`config.mk`:
```
export PLATFORM = sky130hd
export DESIGN_NAME = rule_conf_loader
export DESIGN_NICKNAME = d
export VERILOG_FILES = /design/src/rtl/rule_conf_loader_pkg.sv /design/src/rtl/rule_conf_loader.sv
export SDC_FILE = /design/constraint.sdc
export NUM_CORES = 1
export LEC_CHECK = 0
export CAP_MARGIN = 20
export CORE_ASPECT_RATIO = 2
export CORE_UTILIZATION = 55
export CTS_BUF_LIST = sky130_fd_sc_hd__clkbuf_4
export CTS_CLUSTER_SIZE = 14
export DETAILED_ROUTE_END_ITERATION = 8
export PLACE_DENSITY = 0.87
export SLEW_MARGIN = 25
export SYNTH_ARGS = -nofsm -noshare
export SYNTH_HDL_FRONTEND = slang
export SYNTH_SLANG_ARGS = --single-unit
export TNS_END_PERCENT = 20
```
`constraint.sdc`:
```
create_clock -name i_clk -period 5.5 [get_ports i_clk]
set_input_delay 1.1 -clock i_clk [delete_from_list [all_inputs] [get_ports i_clk]]
set_output_delay 1.1 -clock i_clk [all_outputs]
set_load 0.01 [all_outputs]
```
`src/rtl/rule_conf_loader_pkg.sv`:
```
// rule_conf_loader_pkg: FSM states, config subtype codes, command record and address helper.
// Width macros are global; defaults apply only when the build leaves them undefined.
`ifndef RULE_NUM
`define RULE_NUM 64
`endif
`ifndef TYPE_NUM
`define TYPE_NUM 4
`endif
`ifndef TYPE_WIDTH
`define TYPE_WIDTH 16
`endif
`ifndef KEY_FILED_NUM
`define KEY_FILED_NUM 8
`endif
`ifndef KEY_OFFSET_WIDTH
`define KEY_OFFSET_WIDTH 8
`endif
`ifndef HEAD_SHIFT_WIDTH
`define HEAD_SHIFT_WIDTH 8
`endif
`ifndef META_SHIFT_WIDTH
`define META_SHIFT_WIDTH 8
`endif

package rule_conf_loader_pkg;
    typedef enum logic [2:0] {ST_IDLE, ST_TYPE, ST_KEY, ST_HEAD, ST_META, ST_COMMIT} state_t;
    localparam logic [2:0] SUB_COMMIT = 3'd0;
    localparam logic [2:0] SUB_TYPE   = 3'd1;
    localparam logic [2:0] SUB_KEY    = 3'd2;
    localparam logic [2:0] SUB_HEAD   = 3'd3;
    localparam logic [2:0] SUB_META   = 3'd4;
    localparam int RULE_SEL_BIT = 16;
    typedef struct packed {
        logic [5:0]                                            rule_id;
        logic                                                  rule_valid;
        logic [`TYPE_NUM-1:0][`TYPE_WIDTH-1:0]                 type_data;
        logic [`TYPE_NUM-1:0][`TYPE_WIDTH-1:0]                 type_mask;
        logic [`KEY_FILED_NUM-1:0][`KEY_OFFSET_WIDTH-1:0]      key_offset;
        logic [`HEAD_SHIFT_WIDTH-1:0]                          head_shift;
        logic [`META_SHIFT_WIDTH-1:0]                          meta_shift;
    } cmd_t;
    function automatic logic [31:0] cfg_addr(input logic [2:0] sub, input logic [7:0] idx);
        logic [31:0] a;
        a = '0;
        a[RULE_SEL_BIT] = 1'b1;
        a[10:8] = sub;
        a[7:0] = idx;
        return a;
    endfunction
endpackage

```
`src/rtl/rule_conf_loader.sv`:
```
// rule_conf_loader: streams one rule command as config writes TYPE, KEY, HEAD, META, then COMMIT.
// Define RULE_LOADER_PACE_EN to insert one idle cycle between consecutive writes.
module rule_conf_loader
    import rule_conf_loader_pkg::*;
(
    input  logic                                        i_clk,
    input  logic                                        i_rst_n,
    input  logic                                        i_cmd_valid,
    output logic                                        o_cmd_ready,
    input  logic [5:0]                                  i_cmd_ruleId,
    input  logic                                        i_cmd_ruleValid,
    input  logic [`TYPE_NUM-1:0][`TYPE_WIDTH-1:0]       i_cmd_typeData,
    input  logic [`TYPE_NUM-1:0][`TYPE_WIDTH-1:0]       i_cmd_typeMask,
    input  logic [`KEY_FILED_NUM-1:0][`KEY_OFFSET_WIDTH-1:0] i_cmd_keyOffset,
    input  logic [`HEAD_SHIFT_WIDTH-1:0]                i_cmd_headShift,
    input  logic [`META_SHIFT_WIDTH-1:0]                i_cmd_metaShift,
    output logic                                        o_rule_wren,
    output logic [31:0]                                 o_rule_wdata,
    output logic [31:0]                                 o_rule_addr,
    output logic                                        o_done
);
`ifdef RULE_LOADER_PACE_EN
    localparam bit PACE = 1'b1;
`else
    localparam bit PACE = 1'b0;
`endif
    localparam int TW = $clog2(`TYPE_NUM);
    localparam int KW = $clog2(`KEY_FILED_NUM);
    localparam int CW = TW > KW ? TW : KW;
    localparam logic [CW-1:0] TYPE_LAST = CW'(`TYPE_NUM - 1);
    localparam logic [CW-1:0] KEY_LAST  = CW'(`KEY_FILED_NUM - 1);

    state_t        r_state, w_state;
    logic [CW-1:0] r_cnt, w_cnt;
    logic          r_gap, w_gap, w_accept;
    cmd_t          r_cmd, w_cmd;
    logic [31:0]   w_addr, w_wdata;
    logic          r_ready, r_wren, r_done;
    logic [31:0]   r_addr, r_wdata;

    assign w_accept = i_cmd_valid && r_ready;
    assign w_cmd = w_accept ? {i_cmd_ruleId, i_cmd_ruleValid, i_cmd_typeData, i_cmd_typeMask,
                               i_cmd_keyOffset, i_cmd_headShift, i_cmd_metaShift} : r_cmd;

    // State/counter name the write issued next; a pacing gap holds them for one silent cycle.
    always_comb begin
        w_state = r_state;
        w_cnt = r_cnt;
        w_gap = 1'b0;
        if (r_state == ST_IDLE) begin
            w_state = w_accept ? ST_TYPE : ST_IDLE;
            w_cnt = '0;
        end else if (PACE && !r_gap && r_state != ST_COMMIT) begin
            w_gap = 1'b1;
        end else begin
            case (r_state)
                ST_TYPE: begin
                    w_state = r_cnt == TYPE_LAST ? ST_KEY : ST_TYPE;
                    w_cnt = r_cnt == TYPE_LAST ? '0 : r_cnt + CW'(1);
                end
                ST_KEY: begin
                    w_state = r_cnt == KEY_LAST ? ST_HEAD : ST_KEY;
                    w_cnt = r_cnt == KEY_LAST ? '0 : r_cnt + CW'(1);
                end
                ST_HEAD: w_state = ST_META;
                ST_META: w_state = ST_COMMIT;
                default: w_state = ST_IDLE;
            endcase
        end
    end

    always_comb begin
        w_addr = '0;
        w_wdata = '0;
        case (w_state)
            ST_TYPE: begin
                w_addr = cfg_addr(SUB_TYPE, 8'(w_cnt));
                w_wdata[16 +: `TYPE_WIDTH] = w_cmd.type_data[w_cnt[TW-1:0]];
                w_wdata[0 +: `TYPE_WIDTH] = w_cmd.type_mask[w_cnt[TW-1:0]];
            end
            ST_KEY: begin
                w_addr = cfg_addr(SUB_KEY, 8'(w_cnt));
                w_wdata[0 +: `KEY_OFFSET_WIDTH] = w_cmd.key_offset[w_cnt[KW-1:0]];
            end
            ST_HEAD: begin
                w_addr = cfg_addr(SUB_HEAD, 8'd0);
                w_wdata[0 +: `HEAD_SHIFT_WIDTH] = w_cmd.head_shift;
            end
            ST_META: begin
                w_addr = cfg_addr(SUB_META, 8'd0);
                w_wdata[0 +: `META_SHIFT_WIDTH] = w_cmd.meta_shift;
            end
            ST_COMMIT: begin
                w_addr = cfg_addr(SUB_COMMIT, 8'(w_cmd.rule_id));
                w_wdata[0] = w_cmd.rule_valid;
            end
            default: ;
        endcase
        if (w_gap) begin
            w_addr = '0;
            w_wdata = '0;
        end
    end

    always_ff @(posedge i_clk) begin
        if (!i_rst_n) begin
            r_state <= ST_IDLE;
            r_cnt   <= '0;
            r_gap   <= 1'b0;
            r_cmd   <= '0;
            r_ready <= 1'b0;
            r_wren  <= 1'b0;
            r_done  <= 1'b0;
            r_addr  <= '0;
            r_wdata <= '0;
        end else begin
            r_state <= w_state;
            r_cnt   <= w_cnt;
            r_gap   <= w_gap;
            r_cmd   <= w_cmd;
            r_ready <= w_state == ST_IDLE;
            r_wren  <= w_state != ST_IDLE && !w_gap;
            r_done  <= w_state == ST_COMMIT;
            r_addr  <= w_addr;
            r_wdata <= w_wdata;
        end
    end

    assign o_cmd_ready  = r_ready;
    assign o_rule_wren  = r_wren;
    assign o_rule_wdata = r_wdata;
    assign o_rule_addr  = r_addr;
    assign o_done       = r_done;
endmodule

```
==> results of run 1 <==
## cells by family after synthesis
| family | Yosys count | share of synthesized area, % |
|---|---|---|
| and+or+nand+nor | 566 | 19.18 |
| other | 1 | 0.03103 |
| buffers and inverters | 136 | 5.942 |
| DFF | 266 | 44.06 |
| adders and majority gates | 4 | 0.4141 |
| muxes | 135 | 16.15 |
| AOI/OAI and AO/OA | 322 | 14.21 |
## tightest hold or removal path: cells and delay by family, from the launching register on
| family | cells | cell delay (ns) |
|---|---|---|
| flops | 1 | 0.31 |
| simple gates | 1 | 0.05 |
| compound gates | 1 | 0.05 |
## layer usage
| layer | vias to the layer above | GRT usage [%] | part of all wire [%] |
|---|---|---|---|
| met5 | - | 0 | 0 |
| met4 | 0 | 25.32 | 7.4 |
| met3 | 142 | 4.772 | 5.6 |
| met2 | 536 | 56.57 | 54 |
| met1 | 5367 | 31.38 | 33 |
| li1 | 5327 | - | - |
## power breakdown
part	internal (mW)	switching (mW)	total, mW
Clock	0.788	0.746	1.53
Sequential	2.02	0.0402	2.06
Combinational	0.323	0.335	0.659
## layout by cell type (no fill, tap or decap), types with 8 or more instances in the layout
cell                              synthesis  layout
sky130_fd_sc_hd__nand2_1                462     461
sky130_fd_sc_hd__or2_2                   11      11
sky130_fd_sc_hd__conb_1                   1      22
sky130_fd_sc_hd__mux2i_1                 87      87
sky130_fd_sc_hd__o22ai_1                  8       8
sky130_fd_sc_hd__a21oi_1                277     277
sky130_fd_sc_hd__clkdlybuf4s50_1          0     262
sky130_fd_sc_hd__mux4_2                  48      48
sky130_fd_sc_hd__buf_4                   32      12
sky130_fd_sc_hd__o211ai_1                 8       8
sky130_fd_sc_hd__clkbuf_4                 0      97
sky130_fd_sc_hd__nor2_1                  38      38
sky130_fd_sc_hd__diode_2                  0      11
sky130_fd_sc_hd__dfxtp_1                266     266
## path summary, 6_finish.rpt
path,from,end,depth (start not counted)
worst max register to register,r_cnt[0]$_SDFF_PN0_,o_rule_wdata[1]$_SDFF_PN0_,10
worst min register to register,r_cmd[196]$_SDFF_PN0_,r_cmd[196]$_SDFF_PN0_,2
worst min-delay path,r_cmd[196]$_SDFF_PN0_,r_cmd[196]$_SDFF_PN0_,2
worst max-delay path,r_cnt[0]$_SDFF_PN0_,o_rule_wdata[1]$_SDFF_PN0_,10
## cell type report
type,count,area (um2)
inverter,5,26.28
timing repair buffer,278,2793
fill,1624,6168
sequential,266,5325
antenna,11,27.53
clock buffer,97,728.2
clock inverter,8,30.03
multi-input combinational,1049,6146
tap,273,341.6
## registers in the layout (all words and copies together), names as in the netlist
signal / count
o_rule_wdata: 32
o_done: 1
o_cmd_ready: 1
o_rule_wren: 1
r_state: 3
r_cnt: 3
o_rule_addr: 10
r_cmd: 215
## through the flow
step | hold WS (ns) | instances
floorplan | 0.4331 | 1451
global placement | 0.4381 | 1871
detailed placement | 0.4453 | 1871
CTS | 0.4549 | 1976
global route | 0.4718 | 1986
finish | 0.4529 | 1987
## synth_stat cells (all sizes together), types with 8 or more instances
cell    count
mux2i      87
a21oi     277
o22ai       8
mux4       48
o211ai      8
nor2       39
dfxtp     266
and2        8
clkbuf     54
buf        77
nand2     463
or2        22
==> qor.tcl, run 1 <==
set qor(cap_violations) 0
set qor(finClkSkew_ns) 0.04591
set qor(place_congestion) 0.9172
set qor(dr_total_vias) 11370
set qor(layout-drive-gt1-share_pct) 10.80
set qor(timing.final.crit_share_pct) 62.59
set qor(layout_setup_ws_ns) 2.057
set qor(critPathMostFrequentCell) {sky130_fd_sc_hd__mux2i_1}
set qor(hold_path.class) {reg2reg}
set qor(dp_slack_ns) 1.730
set qor(synth_ff_type) {sky130_fd_sc_hd__dfxtp_1}
set qor(finalHoldViolCount) 0
set qor(rsz_0062_raised_after_global_routing) {false}
set qor(drtIter0Drc) 710
set qor(drt.antenna.violating_nets) 0
set qor(initial_core_util_pct) 55.99
set qor(required_ns) 6.07
set qor(report.final.slew_viol_count) 0
set qor(core_um2) 21590
set qor(post-cts-setup-buffer-count) 0
set qor(die_w_um) 106.8
set qor(cp.arrival_ns) 4.01
set qor(crit_path_end_kind) {register}
set qor(globalRoute.totalOverflow) 0
set qor(clock_path_buffers) 3
set qor(cts_root_buffer) {sky130_fd_sc_hd__clkbuf_4}
set qor(power-per-cell-area_nw_per_um2) 275.5
set qor(portBuffers) 262
set qor(worstPathMaxFanout) 48
set qor(final-setup-viol-count) 0
set qor(outcome) {finished clean}
set qor(max_slew_headroom_pct) 37.13
set qor(setup_total_negative_slack_ns) 0
set qor(synthesis.yosys.warnings) 0
set qor(postSynthCellCount) 1430
set qor(row_count) 76
set qor(grt_util_all_layers_pct) 31.40
set qor(cell_types_with_the_largest_area_share_after_synthesis) {sky130_fd_sc_hd__dfxtp_1, sky130_fd_sc_hd__nand2_1, sky130_fd_sc_hd__a21oi_1, sky130_fd_sc_hd__mux4_2, sky130_fd_sc_hd__mux2i_1}
set qor(worst_setup_path_start_kind) {register}
set qor(yosysSeqAreaShare_pct) 44.06
set qor(cpMaxStageDelayCell) {sky130_fd_sc_hd__nand2_4}
set qor(die_height_um) 211.6
set qor(hpwl_detailed_um) 24980
set qor(cts_resized) 0
set qor(wirelength_um) 35890
set qor(detail_route.wl_per_cell_um) 18.06
set qor(syn_avg_cell_area_um2) 8.451
set qor(detailed_place.area_um2) 14630
set qor(p_r_area_growth_vs_syn_pct) 27.57
set qor(synth_edf_count) 0
set qor(drt-pass1-iter-count) 5
set qor(overall_power_consumption_mw) 4.248
set qor(final.min_clock_period_ns) 3.443
set qor(clkLatencyLatePin_ns) 0.70
set qor(grt_first_pass_wirelength_um) 55230
set qor(nets) 1880
set qor(worst_ir_drop_vdd_mv) 0.1722
set qor(antenna_found_initial) 10
set qor(final_design_instance_area_without_fill_um2) 15420
set qor(final_util_pct) 71.42
set qor(postSynthRegisterBits) 266
set qor(synth_area_um2) 12090
set qor(worstSetupPathType) {reg2reg}
set qor(cts_inserted_buffers) 58
set qor(pin_count_of_the_biggest_net_entering_global_routing) 156
set qor(cp.buffers_inverters) 1
set qor(lkg_pwr_nw) 5.580
set qor(yosysUniqueCellTypes) 48
set qor(die-area_um2) 22610
set qor(synth_area_leader_cell) {sky130_fd_sc_hd__dfxtp_1}
set qor(routed_via_density) 5.723
set qor(clock_sink_count) 266
set qor(io_pins) 285
set qor(cts_tree) {yes}
set qor(crit_chain) {ha_1, ha_1, nor4_1, o21ai_1, nand2_4, buf_4, mux2i_1, mux2i_1, mux2i_1, o211ai_1}
set qor(reg2reg_setup_slack_ns) 2.06
set qor(worstMarginPinSlew_ns) 0.9430
set qor(fmaxAchievable_mhz) 290.5
set qor(via_count_of_the_first_global_routing_pass) 11240
set qor(crit_family) {simple AND/OR/NAND/NOR gates}
set qor(max_stage_delay_ns) 0.61
set qor(detail_route.drc_violations) 0
set qor(clkSlewWorstSetupHoldPaths_ns) 0.07
set qor(ys_async_sr_fraction_pct) 0
set qor(cts.htree.levels) 2
set qor(cts_hold_buffers) 0
set qor(synth_top_area_share_pct) 44.06
No activity file was read; power rests on OpenSTA's default activity.
==> run 2, diff against run 1 <==
--- a/config.mk
+++ b/config.mk
@@ -7,11 +7,11 @@
 export LEC_CHECK = 0
 export CAP_MARGIN = 20
 export CORE_ASPECT_RATIO = 2
-export CORE_UTILIZATION = 55
+export CORE_UTILIZATION = 47
 export CTS_BUF_LIST = sky130_fd_sc_hd__clkbuf_4
 export CTS_CLUSTER_SIZE = 14
 export DETAILED_ROUTE_END_ITERATION = 8
-export PLACE_DENSITY = 0.87
+export PLACE_DENSITY = 0.79
 export SLEW_MARGIN = 25
 export SYNTH_ARGS = -nofsm -noshare
 export SYNTH_HDL_FRONTEND = slang
==> constraint.sdc (replaced) <==
create_clock -name i_clk -period 3 [get_ports i_clk]
set_input_delay 0.6 -clock i_clk [delete_from_list [all_inputs] [get_ports i_clk]]
set_output_delay 0.6 -clock i_clk [all_outputs]
set_load 0.01 [all_outputs]
==> run 2 against run 1 <==
Sequential share of layout area fell by 0.90 points; via count is 0.14% lower; global-route usage is 3.0 points lower; largest cell class unchanged; highest routed layer unchanged.
==> qor.tcl, run 2 (synthesis gave the netlist of run 1 again) <==
set qor(outcome) {finished clean} ;# unchanged
set qor(die_height_um) 228.8 ;# was 211.6 um
set qor(reg2reg_setup_slack_ns) 0.25 ;# was 2.06 ns
set qor(drt-pass1-iter-count) 5 ;# unchanged
set qor(p_clk_share_pct) 35.6 ;# was 36.1%
set qor(p_r_area_growth_vs_syn_pct) 30.98 ;# was 27.57%
set qor(worstPathMaxFanout) 14 ;# was 48
set qor(clkSlewWorstSetupHoldPaths_ns) 0.07 ;# about the same
set qor(report.final.slew_viol_count) 0 ;# unchanged
set qor(rsz_0062_raised_after_global_routing) {false} ;# unchanged
set qor(fmaxAchievable_mhz) 363.3 ;# was 290.5 MHz
set qor(die-area_um2) 26400 ;# was 22,610 um2
set qor(worstSetupPathType) {reg2reg} ;# unchanged
set qor(place_congestion) 0.9196 ;# was 0.9172
set qor(clock_path_buffers) 3 ;# unchanged
set qor(p_sw_share_pct) 27.08 ;# was 26.40%
set qor(finalHoldViolCount) 0 ;# unchanged
set qor(min-delay-start) {i_cmd_keyOffset[30]} ;# was r_cmd[196]$_SDFF_PN0_
set qor(required_ns) 3.58 ;# was 6.07 ns
set qor(net_switching_component_of_the_power_mw) 2.116 ;# was 1.121 mW
set qor(timing.final.crit_share_pct) 91.75 ;# was 62.59%
set qor(worst_setup_path_start_kind) {register} ;# unchanged
set qor(cts_tree) {yes} ;# unchanged
set qor(post-cts-setup-buffer-count) 0 ;# unchanged
set qor(grt_util_all_layers_pct) 28.37 ;# was 31.40%
set qor(worst_ir_drop_vdd_mv) 0.3390 ;# was 0.1722 mV
set qor(pin_count_of_the_biggest_net_entering_global_routing) 64 ;# was 156
set qor(power-per-cell-area_nw_per_um2) 493.6 ;# was 275.5 nW/um2
set qor(layout-drive-gt1-share_pct) 11.81 ;# was 10.80%
set qor(dp_cells) 1966 ;# was 1,871
set qor(clkLatencyLatePin_ns) 0.72 ;# was 0.70 ns
set qor(drtIter0Drc) 732 ;# was 710
set qor(most_common_cell_after_layout_fill_and_taps_aside) {sky130_fd_sc_hd__nand2_1} ;# unchanged
set qor(cts_inserted_buffers) 59 ;# was 58
set qor(io_pins) 285 ;# unchanged
set qor(row_count) 82 ;# was 76
set qor(detail_route.drc_violations) 0 ;# unchanged
set qor(r2r-start) {r_cnt[0]$_SDFF_PN0_} ;# unchanged
set qor(fillerInstances) 2134 ;# was 1,624
set qor(crit_path_end_kind) {register} ;# unchanged
set qor(globalRoute.totalOverflow) 0 ;# unchanged
set qor(hold_path.class) {in2reg} ;# was reg2reg
set qor(portBuffers) 262 ;# unchanged
set qor(initial_core_util_pct) 48.08 ;# was 55.99%
set qor(power.share.combinational_pct) 16.2 ;# was 15.5%
set qor(cap_violations) 0 ;# unchanged
set qor(flip_flop_count_of_the_largest_register_all_copies_and_words_added) 215 ;# unchanged
set qor(drt.antenna.violating_nets) 0 ;# unchanged
set qor(startpoint) {r_cnt[0]$_SDFF_PN0_} ;# unchanged
set qor(cts_resized) 0 ;# unchanged
set qor(antenna_found_initial) 12 ;# was 10
set qor(finClkSkew_ns) 0.04426 ;# was 0.04591 ns
set qor(cts.htree.levels) 2 ;# unchanged
set qor(layout_common_cells) {sky130_fd_sc_hd__nand2_1, sky130_fd_sc_hd__a21oi_1, sky130_fd_sc_hd__dfxtp_1} ;# unchanged
set qor(max_slew_headroom_pct) 64.46 ;# was 37.13%
set qor(worstMarginPinSlew_ns) 0.5332 ;# was 0.9430 ns
set qor(core_um2) 25140 ;# was 21,590 um2
set qor(clock_sink_count) 266 ;# unchanged
set qor(routed_via_density) 5.449 ;# was 5.723
set qor(fin_cells) 2084 ;# was 1,987
set qor(detail_route.wl_per_cell_um) 17.86 ;# was 18.06 um
set qor(grt_first_pass_wirelength_um) 57300 ;# was 55,230 um
set qor(lkg_pwr_nw) 5.746 ;# was 5.580 nW
set qor(nets) 1913 ;# was 1,880
set qor(hpwl_detailed_um) 27080 ;# was 24,980 um
set qor(dr_total_vias) 11360 ;# was 11,370
set qor(final-setup-viol-count) 0 ;# unchanged
set qor(final_design_instance_area_without_fill_um2) 15830 ;# was 15,420 um2
set qor(final.min_clock_period_ns) 2.752 ;# was 3.443 ns
set qor(cts_hold_buffers) 0 ;# unchanged
set qor(registers.top_by_ff_count) {r_cmd} ;# unchanged
set qor(setup_total_negative_slack_ns) 0 ;# unchanged
set qor(seq_power_share_pct) 48.2 ;# was 48.4%
set qor(cts_root_buffer) {sky130_fd_sc_hd__clkbuf_4} ;# unchanged
set qor(wirelength_um) 37220 ;# was 35,890 um
set qor(die_w_um) 115.4 ;# was 106.8 um
set qor(detailed_place.area_um2) 15060 ;# was 14,630 um2
set qor(cp.arrival_ns) 3.33 ;# was 4.01 ns
set qor(p_int_mw) 5.697 ;# was 3.126 mW
set qor(via_count_of_the_first_global_routing_pass) 11460 ;# was 11,240
run 2: changes by cell type in the layout (fill, tap and decap cells not counted), sizes merged:
| cell | change |
|---|---|
| clkbuf | -14 |
| buf | +32 |
| clkinv | +14 |
| diode | +1 |
| bufinv | +1 |
run 2: layout make-up:
class                   instances  area, um2  area share [%]
diodes                         12      30.03          0.1897
clock buffers                  83      623.1           3.936
clock inverters                23      115.1          0.7272
inverters                       5      23.77          0.1502
multi-input cells            1049       6146           38.83
flip-flops and latches        266       5325           33.64
well taps                     336      420.4           2.656
repair buffers                310       3146           19.87
run 2: power groups by stage:
stage | Combinational (mW) | Clock, mW | Sequential (mW)
6_report | 1.27 | 2.78 | 3.77
3_3_place_gp | 1.24 | 0 | 3.83
2_1_floorplan | 0.696 | 0 | 3.83
4_1_cts | 1.27 | 2.86 | 3.76
5_1_grt | 1.37 | 3.03 | 3.78
3_5_place_dp | 1.26 | 0 | 3.84
run 2: worst max-delay path: stages, from the launching register on:
cell,delay (ns)
sky130_fd_sc_hd__dfxtp_1,0.36
sky130_fd_sc_hd__ha_1,0.25
sky130_fd_sc_hd__ha_1,0.25
sky130_fd_sc_hd__nor4_1,0.23
sky130_fd_sc_hd__o21ai_1,0.18
sky130_fd_sc_hd__nand2_4,0.22
sky130_fd_sc_hd__buf_4,0.29
sky130_fd_sc_hd__mux2i_1,0.23
sky130_fd_sc_hd__o221ai_1,0.24
sky130_fd_sc_hd__a21oi_1,0.22
sky130_fd_sc_hd__o211ai_1,0.12
run 2: worst paths after layout:
kind                                end  depth (start not counted)
max reg2reg  o_rule_wdata[1]$_SDFF_PN0_                         10
min reg2reg        r_cmd[91]$_SDFF_PN0_                          2
min                r_cmd[46]$_SDFF_PN0_                          3
max          o_rule_wdata[1]$_SDFF_PN0_                         10
run 2: through the flow:
stage / power (mW) / setup WS (ns) / hold slack [ns] / util (%)
after detailed placement: 5.104 / 0.1693 / 0.4443 / 59.92
after global placement: 5.073 / 0.2452 / 0.4384 / 59.92
after global routing: 8.180 / 0.1165 / 0.4399 / 62.97
after CTS: 7.885 / 0.2696 / 0.3959 / 62.85
after floorplan: 4.526 / 0.8249 / 0.4331 / -
final: 7.813 / 0.2476 / 0.4525 / 62.97
run 2: routing by layer:
| metal | global-route usage (%) | share of wire [%] | vias to the layer above | wire length, um |
|---|---|---|---|---|
| li1 | - | - | 5394 | - |
| met1 | 26.61 | 33 | 5326 | 12210 |
| met2 | 51.96 | 54 | 487 | 20050 |
| met3 | 4.959 | 5.7 | 149 | 2125 |
| met4 | 23.09 | 7.6 | 0 | 2828 |
| met5 | 0 | 0 | - | 0 |
==> run 3, diff against run 2 <==
--- a/config.mk
+++ b/config.mk
@@ -7,6 +7,7 @@
 export LEC_CHECK = 0
 export CAP_MARGIN = 20
 export CORE_ASPECT_RATIO = 2
+export CORE_MARGIN = 10
 export CORE_UTILIZATION = 47
 export CTS_BUF_LIST = sky130_fd_sc_hd__clkbuf_4
 export CTS_CLUSTER_SIZE = 14
==> run 3 against run 2 <==
Worst setup slack got worse by 0.047 ns; combinational power is essentially flat; critical endpoint unchanged; final cell count grew 0.48%; first-iteration DRC count increased by 5.6%; global-route usage is 5.3 points lower; routed wire length is 6.2% higher; highest routed layer unchanged; final area is 0.54% higher; total power shrank 0.46%.
==> qor.tcl, run 3 (synthesis gave the netlist of run 1 again) <==
set qor(wirelength_um) 39510 ;# was 37,220 um
set qor(cts_root_buffer) {sky130_fd_sc_hd__clkbuf_4} ;# unchanged
set qor(setup_total_negative_slack_ns) 0 ;# unchanged
set qor(detailed_place.area_um2) 15150 ;# was 15,060 um2
set qor(layout_common_cells) {sky130_fd_sc_hd__nand2_1, sky130_fd_sc_hd__a21oi_1, sky130_fd_sc_hd__dfxtp_1} ;# unchanged
set qor(detail_route.wl_per_cell_um) 18.87 ;# was 17.86 um
set qor(place_congestion) 0.8969 ;# was 0.9196
set qor(flip_flop_count_of_the_largest_register_all_copies_and_words_added) 215 ;# unchanged
set qor(drt-pass1-iter-count) 6 ;# was 5
set qor(crit_path_end_kind) {register} ;# unchanged
set qor(routed_via_density) 5.397 ;# was 5.449
set qor(drt.antenna.violating_nets) 0 ;# unchanged
set qor(cp.arrival_ns) 3.38 ;# was 3.33 ns
set qor(max_slew_headroom_pct) 64.44 ;# was 64.46%
set qor(layout-drive-gt1-share_pct) 12.23 ;# was 11.81%
set qor(multi_input_area_um2) 6151 ;# was 6146 um2
set qor(cts_tree) {yes} ;# unchanged
set qor(regArea_um2) 5325 ;# unchanged
set qor(required_ns) 3.58 ;# about the same
set qor(hold_path.class) {reg2reg} ;# was in2reg
set qor(finClkSkew_ns) 0.02573 ;# was 0.04426 ns
set qor(via_count_of_the_first_global_routing_pass) 11610 ;# was 11,460
set qor(dr_total_vias) 11300 ;# was 11,360
set qor(worst_ir_drop_vdd_mv) 0.3012 ;# was 0.3390 mV
set qor(initial_core_util_pct) 47.31 ;# was 48.08%
set qor(fmaxAchievable_mhz) 357.2 ;# was 363.3 MHz
set qor(hpwl_detailed_um) 29810 ;# was 27,080 um
set qor(fillerInstances) 2245 ;# was 2,134
set qor(nets) 1919 ;# was 1,913
set qor(antenna_found_initial) 12 ;# unchanged
set qor(clock_sink_count) 266 ;# unchanged
set qor(ff2ff_path_depth) 10 ;# unchanged
set qor(cts.htree.levels) 2 ;# unchanged
set qor(worstMarginPinSlew_ns) 0.5333 ;# was 0.5332 ns
set qor(report.final.slew_viol_count) 0 ;# unchanged
set qor(die_height_um) 246.8 ;# was 228.8 um
set qor(drtIter0Drc) 773 ;# was 732
set qor(final-setup-viol-count) 0 ;# unchanged
set qor(die-area_um2) 32920 ;# was 26,400 um2
set qor(worst_setup_path_start_kind) {register} ;# unchanged
set qor(final_design_instance_area_without_fill_um2) 15910 ;# was 15,830 um2
set qor(outcome) {finished clean} ;# unchanged
set qor(lkg_pwr_nw) 5.780 ;# was 5.746 nW
set qor(clkSlewWorstSetupHoldPaths_ns) 0.07 ;# about the same
set qor(post-cts-setup-buffer-count) 0 ;# unchanged
set qor(max_stage_delay_ns) 0.36 ;# about the same
set qor(io_pins) 285 ;# unchanged
set qor(core_um2) 25550 ;# was 25,140 um2
set qor(rsz_0062_raised_after_global_routing) {false} ;# unchanged
set qor(power-per-cell-area_nw_per_um2) 488.7 ;# was 493.6 nW/um2
set qor(row_count) 83 ;# was 82
set qor(registers.top_by_ff_count) {r_cmd} ;# unchanged
set qor(die_w_um) 133.4 ;# was 115.4 um
set qor(grt_util_all_layers_pct) 23.09 ;# was 28.37%
set qor(detail_route.drc_violations) 0 ;# unchanged
set qor(worstPathMaxFanout) 27 ;# was 14
set qor(clkLatencyLatePin_ns) 0.72 ;# about the same
set qor(finalHoldViolCount) 0 ;# unchanged
set qor(dp_cells) 1975 ;# was 1,966
set qor(cpMaxStageDelayCell) {sky130_fd_sc_hd__dfxtp_1} ;# unchanged
set qor(pin_count_of_the_biggest_net_entering_global_routing) 61 ;# was 64
set qor(most_common_cell_after_layout_fill_and_taps_aside) {sky130_fd_sc_hd__nand2_1} ;# unchanged
set qor(critPathMostFrequentCell) {sky130_fd_sc_hd__ha_1} ;# unchanged
set qor(cts_inserted_buffers) 60 ;# was 59
set qor(worstSetupPathType) {reg2reg} ;# unchanged
set qor(timing.final.crit_share_pct) 93.33 ;# was 91.75%
set qor(fin_cells) 2094 ;# was 2,084
set qor(portBuffers) 262 ;# unchanged
set qor(globalRoute.totalOverflow) 0 ;# unchanged
set qor(cap_violations) 0 ;# unchanged
set qor(min_path_cells) 2 ;# was 3
set qor(p_r_area_growth_vs_syn_pct) 31.68 ;# was 30.98%
set qor(final.min_clock_period_ns) 2.800 ;# was 2.752 ns
set qor(crit_chain) {ha_1, ha_1, nor4_1, o21ai_1, nand2_4, buf_12, mux2i_1, o221ai_1, a21oi_1, o211ai_1} ;# was ha_1, ha_1, nor4_1, o21ai_1, nand2_4, buf_4, mux2i_1, o221ai_1, a21oi_1, o211ai_1
set qor(clock_path_buffers) 3 ;# unchanged
set qor(grt_first_pass_wirelength_um) 60680 ;# was 57,300 um
## run 3: changes by cell type in the layout (fill, tap and decap cells not counted)
cell | before | now
sky130_fd_sc_hd__o31ai_1 | 2 | 1
sky130_fd_sc_hd__o31ai_2 | 0 | 1
sky130_fd_sc_hd__bufinv_16 | 1 | 0
sky130_fd_sc_hd__buf_4 | 35 | 36
sky130_fd_sc_hd__inv_2 | 1 | 2
sky130_fd_sc_hd__clkbuf_4 | 83 | 86
sky130_fd_sc_hd__clkinv_2 | 2 | 1
sky130_fd_sc_hd__buf_12 | 13 | 17
sky130_fd_sc_hd__clkinv_1 | 19 | 18
## run 3: per-stage QoR
step                      worst slack (ns)  hold slack [ns]  utilization (%)  power, mW
after detailed placement            0.1657           0.4433            59.32      5.124
after CTS                           0.1391           0.3906            62.16      7.840
after global placement              0.1900           0.4381            59.32      5.093
after global routing               0.04307           0.4128            62.29      8.140
after floorplan                     0.8249           0.4331                -      4.526
final                               0.2002           0.4516            62.29      7.777
## run 3: worst max-delay path: cells and delay by family (launching register included)
| family | cells | cell delay, ns |
|---|---|---|
| fa+ha+maj | 2 | 0.49 |
| mux | 1 | 0.28 |
| simple gates | 2 | 0.51 |
| compound gates | 4 | 0.77 |
| buf+inv | 1 | 0.24 |
| flops | 1 | 0.36 |
## run 3: power by group
group / internal (mW) / switching, mW
Sequential: 3.69 / 0.0728
Clock: 1.31 / 1.41
Combinational: 0.657 / 0.629
## run 3: path summary, 6_finish.rpt
check                        startpoint                         end  slack (ns)
setup reg to reg    r_cnt[0]$_SDFF_PN0_  o_rule_wdata[1]$_SDFF_PN0_        0.20
setup / recovery    r_cnt[0]$_SDFF_PN0_  o_rule_wdata[1]$_SDFF_PN0_        0.20
hold / removal    r_cmd[189]$_SDFF_PN0_       r_cmd[189]$_SDFF_PN0_        0.45
hold reg to reg   r_cmd[189]$_SDFF_PN0_       r_cmd[189]$_SDFF_PN0_        0.45
## run 3: repair_timing
item                                    in CTS  in global routing
endpoints found under the setup margin       0                  1
resized for setup                            0                  1
hold buffers                                 0                  0
## run 3: cell type report
| type | instances | share of cell area [%] |
|---|---|---|
| multi-input cells | 1049 | 38.65 |
| flip-flops and latches | 266 | 33.46 |
| repair buffers | 315 | 20.32 |
| diodes | 12 | 0.1887 |
| inverters | 5 | 0.1494 |
| clock inverters | 21 | 0.5032 |
| well taps | 340 | 2.673 |
| clock buffers | 86 | 4.057 |
## run 3: per-layer routing
| layer | up-vias | GRT usage, % | share of wire [%] |
|---|---|---|---|
| met5 | - | 0 | 0 |
| met1 | 5284 | 21.56 | 33 |
| met2 | 482 | 42.54 | 54 |
| met3 | 119 | 4.614 | 5.9 |
| met4 | 0 | 18.36 | 7.1 |
| li1 | 5417 | - | - |
